===== config.mk =====
export PLATFORM = sky130hd
export DESIGN_NAME = apb4_master_ctrl
export DESIGN_NICKNAME = d
export VERILOG_FILES = /design/src/rtl/apb4_master_ctrl.sv
export SDC_FILE = /design/constraint.sdc
export NUM_CORES = 1
export LEC_CHECK = 0
export CAP_MARGIN = 40
export CORE_ASPECT_RATIO = 2
export CORE_MARGIN = 3
export CORE_UTILIZATION = 40
export CTS_BUF_LIST = sky130_fd_sc_hd__clkbuf_4 sky130_fd_sc_hd__clkbuf_8
export DETAILED_ROUTE_END_ITERATION = 16
export PLACE_DENSITY = 0.78
export SLEW_MARGIN = 10
export SYNTH_ARGS = -nofsm -noshare
export SYNTH_HDL_FRONTEND = slang
export SYNTH_SLANG_ARGS = --single-unit

===== constraint.sdc =====
create_clock -name clk -period 2.3 [get_ports clk]
set_clock_uncertainty 0.1 [all_clocks]
set_input_delay 0.69 -clock clk [delete_from_list [all_inputs] [get_ports clk]]
set_output_delay 0.69 -clock clk [all_outputs]
set_load 0.05 [all_outputs]

===== src/rtl/apb4_master_ctrl.sv =====
`default_nettype none
// ============================================================================
// apb4_master_ctrl : pops one command, runs one APB4 transfer with a PREADY
//                    timeout, then pushes one packed response word.
// Revision        : 1.0
// ============================================================================
module apb4_master_ctrl #(
  parameter int ADDR_W  = 32,
  parameter int DATA_W  = 32,
  parameter int TIMEOUT = 256,
  parameter int CMD_W   = 1 + 3 + DATA_W/8 + ADDR_W + DATA_W
) (
  input  logic                clk,
  input  logic                reset,
  input  logic                en,
  input  logic                cmd_empty,
  output logic                cmd_r_en,
  input  logic [CMD_W-1:0]    cmd_data,
  input  logic                rsp_full,
  output logic                rsp_w_en,
  output logic [DATA_W+2:0]   rsp_data,
  output logic [ADDR_W-1:0]   paddr,
  output logic                psel,
  output logic                penable,
  output logic                pwrite,
  output logic [DATA_W-1:0]   pwdata,
  output logic [DATA_W/8-1:0] pstrb,
  output logic [2:0]          pprot,
  input  logic                pready,
  input  logic [DATA_W-1:0]   prdata,
  input  logic                pslverr,
  output logic                busy,
  output logic [7:0]          err_cnt
);

  localparam int STRB_W = DATA_W / 8;
  localparam int CNT_W  = (TIMEOUT > 0) ? $clog2(TIMEOUT + 1) : 1;
  localparam logic [CNT_W-1:0] CNT_LAST = (TIMEOUT > 0) ? CNT_W'(TIMEOUT - 1) : '0;

  typedef enum logic [2:0] {
    IDLE   = 3'd0,
    FETCH  = 3'd1,
    SETUP  = 3'd2,
    ACCESS = 3'd3,
    RESP   = 3'd4
  } state_t;

  state_t              state_q;
  logic [CNT_W-1:0]    cnt_q;
  logic                psel_q;
  logic                penable_q;
  logic                pwrite_q;
  logic [ADDR_W-1:0]   paddr_q;
  logic [DATA_W-1:0]   pwdata_q;
  logic [STRB_W-1:0]   pstrb_q;
  logic [2:0]          pprot_q;
  logic [DATA_W+2:0]   rsp_q;
  logic [7:0]          err_q;
  logic [7:0]          err_d;
  logic                timeout_hit;

  logic                cmd_write;
  logic [2:0]          cmd_prot;
  logic [STRB_W-1:0]   cmd_strb;
  logic [ADDR_W-1:0]   cmd_addr;
  logic [DATA_W-1:0]   cmd_wdata;

  assign {cmd_write, cmd_prot, cmd_strb, cmd_addr, cmd_wdata} = cmd_data;

  // FIFO handshakes are gated by reset so nothing is popped or pushed while held.
  assign cmd_r_en = reset && (state_q == IDLE) && en && !cmd_empty;
  assign rsp_w_en = reset && (state_q == RESP) && !rsp_full;

  // cnt_q holds the number of ACCESS cycles already completed.
  assign timeout_hit = (TIMEOUT != 0) && (cnt_q == CNT_LAST);
  assign err_d       = (rsp_q[DATA_W] && (err_q != 8'hFF)) ? err_q + 8'd1 : err_q;

  always_ff @(posedge clk) begin
    if (!reset) begin
      state_q   <= IDLE;
      cnt_q     <= '0;
      psel_q    <= 1'b0;
      penable_q <= 1'b0;
      pwrite_q  <= 1'b0;
      paddr_q   <= '0;
      pwdata_q  <= '0;
      pstrb_q   <= '0;
      pprot_q   <= '0;
      rsp_q     <= '0;
      err_q     <= '0;
    end else begin
      case (state_q)
        IDLE: begin
          if (cmd_r_en) state_q <= FETCH;
        end
        FETCH: begin
          paddr_q  <= cmd_addr;
          pwdata_q <= cmd_wdata;
          pwrite_q <= cmd_write;
          pprot_q  <= cmd_prot;
          pstrb_q  <= cmd_write ? cmd_strb : '0;
          psel_q   <= 1'b1;
          state_q  <= SETUP;
        end
        SETUP: begin
          penable_q <= 1'b1;
          cnt_q     <= '0;
          state_q   <= ACCESS;
        end
        ACCESS: begin
          cnt_q <= cnt_q + 1'b1;
          if (pready) begin
            rsp_q     <= {pwrite_q, 1'b0, pslverr, (pwrite_q ? {DATA_W{1'b0}} : prdata)};
            psel_q    <= 1'b0;
            penable_q <= 1'b0;
            state_q   <= RESP;
          end else if (timeout_hit) begin
            rsp_q     <= {pwrite_q, 2'b11, {DATA_W{1'b0}}};
            psel_q    <= 1'b0;
            penable_q <= 1'b0;
            state_q   <= RESP;
          end
        end
        RESP: begin
          if (rsp_w_en) begin
            err_q   <= err_d;
            state_q <= IDLE;
          end
        end
        default: state_q <= IDLE;
      endcase
    end
  end

  assign psel     = psel_q;
  assign penable  = penable_q;
  assign pwrite   = pwrite_q;
  assign paddr    = paddr_q;
  assign pwdata   = pwdata_q;
  assign pstrb    = pstrb_q;
  assign pprot    = pprot_q;
  assign rsp_data = rsp_q;
  assign err_cnt  = err_q;
  assign busy     = (state_q != IDLE);

endmodule
`default_nettype wire

==> run metrics <==
overall routing resource usage 0.219; worst-case vdd ir drop 0.496 mV; length of the first detailed-routing pass in iterations 4; highest clock frequency the design can meet between 400 and 500 MHz; number of enable flip-flop cells after synthesis 0; simple-gate portion of the synthesized area 0.257; share of the clock period used by the worst path 0.966; Yosys reg bits 129; area of the die between 10000 and 15000 sq um; P&R area growth vs syn 56.3%; post-synthesis area per instance 8.12 sq um; count of nets after finishing 935; DR WL/cell roughly 15 um; quantity of I/O buffers inserted on ports 230; Synth Instances 597; wire length of the first global-routing pass roughly 24000 um; most instantiated library cell after synthesis sky130_fd_sc_hd__nand2_1; post-detail-place hpwl around 11000 um; power per cell area 669 nW/um^2; endpoint class of the critical path primary output; cell type with the highest aggregate area in the netlist sky130_fd_sc_hd__dfxtp_1; starting utilization of the core area 0.412; total number of vias between 4000 and 5000; result of the run completed; setup slack, reg-to-reg ~350 ps; Final Core Density 0.644; Synth cell types 47; global placer's final weighted congestion roughly 0.8; number of standard-cell rows in the floorplan 56; TritonCTS sink count about 130; family of cells with the greatest summed delay on the critical path simple AND/OR/NAND/NOR gates; die extent in y between 150 and 200 um; Area contributors post-synth sky130_fd_sc_hd__dfxtp_1 (53%), sky130_fd_sc_hd__nand2_1 (14%), sky130_fd_sc_hd__a21oi_1 (12%); worst endpoint data arrival time about 1400 ps; Final min period roughly 2200 ps; multiplexer share of the synthesized area 0.00439; critical path, cell by cell and4bb_2 > nor2b_4 > buf_12; endpoint required time on the critical path between 1500 and 2000 ps; Max Root-Sink Buffers 2; CTS tree done; Max stage delay on crit path ~370 ps; residual antenna-violating net count after detailed routing 0; count of endpoints failing hold in the final timing report 0; fraction of layout instances using a drive strength above 1 0.142; compound-gate portion of the synthesized area 0.151; setup violators final 0; maximum number of pins on one net before global-route repair 66; share of the synthesized netlist area taken by xor and xnor gates 0; H-tree levels 4; share of synthesized registers carrying an async set or reset 0; root buffer selected by CTS sky130_fd_sc_hd__clkbuf_8; combinational family with the most area after synthesis simple AND/OR/NAND/NOR gates; number of inserted diodes 0; library cell contributing the largest single delay on the critical path sky130_fd_sc_hd__dfxtp_4; unrepaired setup endpoints after global routing false; total detailed-routing wirelength 15100 um; CTS Hold Buffers Added 0; Critical Path Start Type register; count of filler cells inserted in the layout approximately 1000; combined buffer and inverter count along the critical path 1; Netlist Area Pre-Place around 4800 sq um; total nets after synthesis just over 700; Synth Flop Type sky130_fd_sc_hd__dfxtp_1; global route total overflow 0; initial detailed-routing violation count between 150 and 200; clock slew at the register clock pins of the worst setup and hold paths 70 ps; P_leak between 3 and 4 nW; Residual DRC 0; HP Class register to register; Synth warnings 0; Slew @ Worst Pin about 540 ps; Synth Area in Adders 0.00774; sequential element share of the synthesized area 0.533; vias in the first global route between 4000 and 5000; fraction of synthesized cell area taken by the top area cell type 0.533; vias per std cell 5.10; max-cap violations 0; core area roughly 12000 sq um; CTS Buf Count 17; antenna violations before repair 0; worst hold slack after final layout around 350 ps; worst rel slew slack 0.643; CP Class register to primary output; floorplan die width roughly 84 um; worst skew pair latency 420 ps; count of pins on the block boundary 231; top cells by count, synth sky130_fd_sc_hd__nand2_1 (184), sky130_fd_sc_hd__dfxtp_1 (129), sky130_fd_sc_hd__a21oi_1 (118), sky130_fd_sc_hd__nand3_1 (44), sky130_fd_sc_hd__clkbuf_1 (21); worst-path fanout max 8; count of final max-slew check failures 0
-- kinds of logic after synthesis --
kind of cell    Yosys count
fa+ha+maj                 3
simple gates            279
buf+inv                  47
compound gates          137
flops                   129
mux                       2
-- state kept, by name (all words and copies together), names as in the netlist --
register  cells
psel          1
cnt_q         9
pwdata       32
state_q       3
pwrite        1
paddr        32
pstrb         4
rsp_data     35
pprot         3
err_cnt       8
penable       1
-- metal layers --
| metal | share of wire | wire [um] | vias up | global-route usage |
|---|---|---|---|---|
| met3 | 0.059 | 894 | 46 | 0.0563 |
| met1 | 0.36 | 5390 | 2272 | 0.238 |
| li1 | - | - | 2459 | - |
| met2 | 0.54 | 8120 | 210 | 0.387 |
| met4 | 0.046 | 690 | 0 | 0.116 |
| met5 | 0 | 0 | - | 0 |
-- stage by stage --
| stage | setup TNS [ps] | worst slack [ps] | std cells | cell area, sq um | power, W |
|---|---|---|---|---|---|
| final | 0 | 78.5 | 978 | 7580 | 0.00507 |
| after global placement | -586 | -310 | 945 | 7270 | 0.00329 |
| after floorplan | 0 | 91.3 | 597 | 4870 | 0.00288 |
| after CTS | 0 | 11.3 | 976 | 7570 | 0.00512 |
| after global routing | 0 | 18.8 | 978 | 7580 | 0.00527 |
| after detailed placement | -608 | -298 | 945 | 7270 | 0.00330 |
-- cell type report --
cell class | count | area [sq um] | area share
flip-flops and latches | 129 | 2590 | 0.341
repair buffers | 249 | 2350 | 0.310
multi-input cells | 421 | 2070 | 0.274
clock buffers | 20 | 263 | 0.0347
well taps | 145 | 181 | 0.0239
clock inverters | 11 | 115 | 0.0152
inverters | 3 | 12.5 | 0.00165
-- worst reg2reg max path: stages, from the launching register on --
cell	delay [ps]
sky130_fd_sc_hd__dfxtp_1	420
sky130_fd_sc_hd__ha_1	260
sky130_fd_sc_hd__nand3_1	90
sky130_fd_sc_hd__nor2_1	110
sky130_fd_sc_hd__ha_1	230
sky130_fd_sc_hd__nor2_1	100
sky130_fd_sc_hd__nor2_4	130
sky130_fd_sc_hd__buf_4	200
sky130_fd_sc_hd__nand3_1	110
sky130_fd_sc_hd__a21oi_1	140
-- power by group --
part           total [W]  internal [W]  switching (W)
logic           0.000874      0.000347       0.000527
clock network    0.00185      0.000998       0.000849
registers        0.00235       0.00231      0.0000409
total            0.00507       0.00365        0.00142
-- path summary, 6_finish.rpt --
path | startpoint | depth (start not counted) | to
worst max register to register | cnt_q[0] | 9 | rsp_data[8]
worst min-delay path | rsp_data[10] | 2 | rsp_data[10]
worst min register to register | rsp_data[10] | 2 | rsp_data[10]
worst max-delay path | state_q[0] | 3 | rsp_w_en
-- cell usage in the layout, fill, tap and decap left out, drive strengths merged, types with 3 or more instances in the layout --
cell type,netlist,routed
and3,3,3
nor2b,5,5
nand4,5,5
nand3,44,44
clkdlybuf4s50,0,106
dfxtp,129,129
a21oi,118,118
clkinv,1,6
dlygate4sd2,0,71
ha,3,3
nor2,17,17
clkinvlp,0,4
nand2b,4,4
buf,23,68
nor3,3,3
clkbuf,21,23
nand2,184,184
o21ai,6,6
-- repair_timing --
action | CTS | global route
setup buffers | 0 | 2
gates cloned | 0 | 0
resized for setup | 80 | 5
pin swaps | 2 | 2
endpoints found under the setup margin | 73 | 2
No activity file was read; power rests on OpenSTA's default activity.
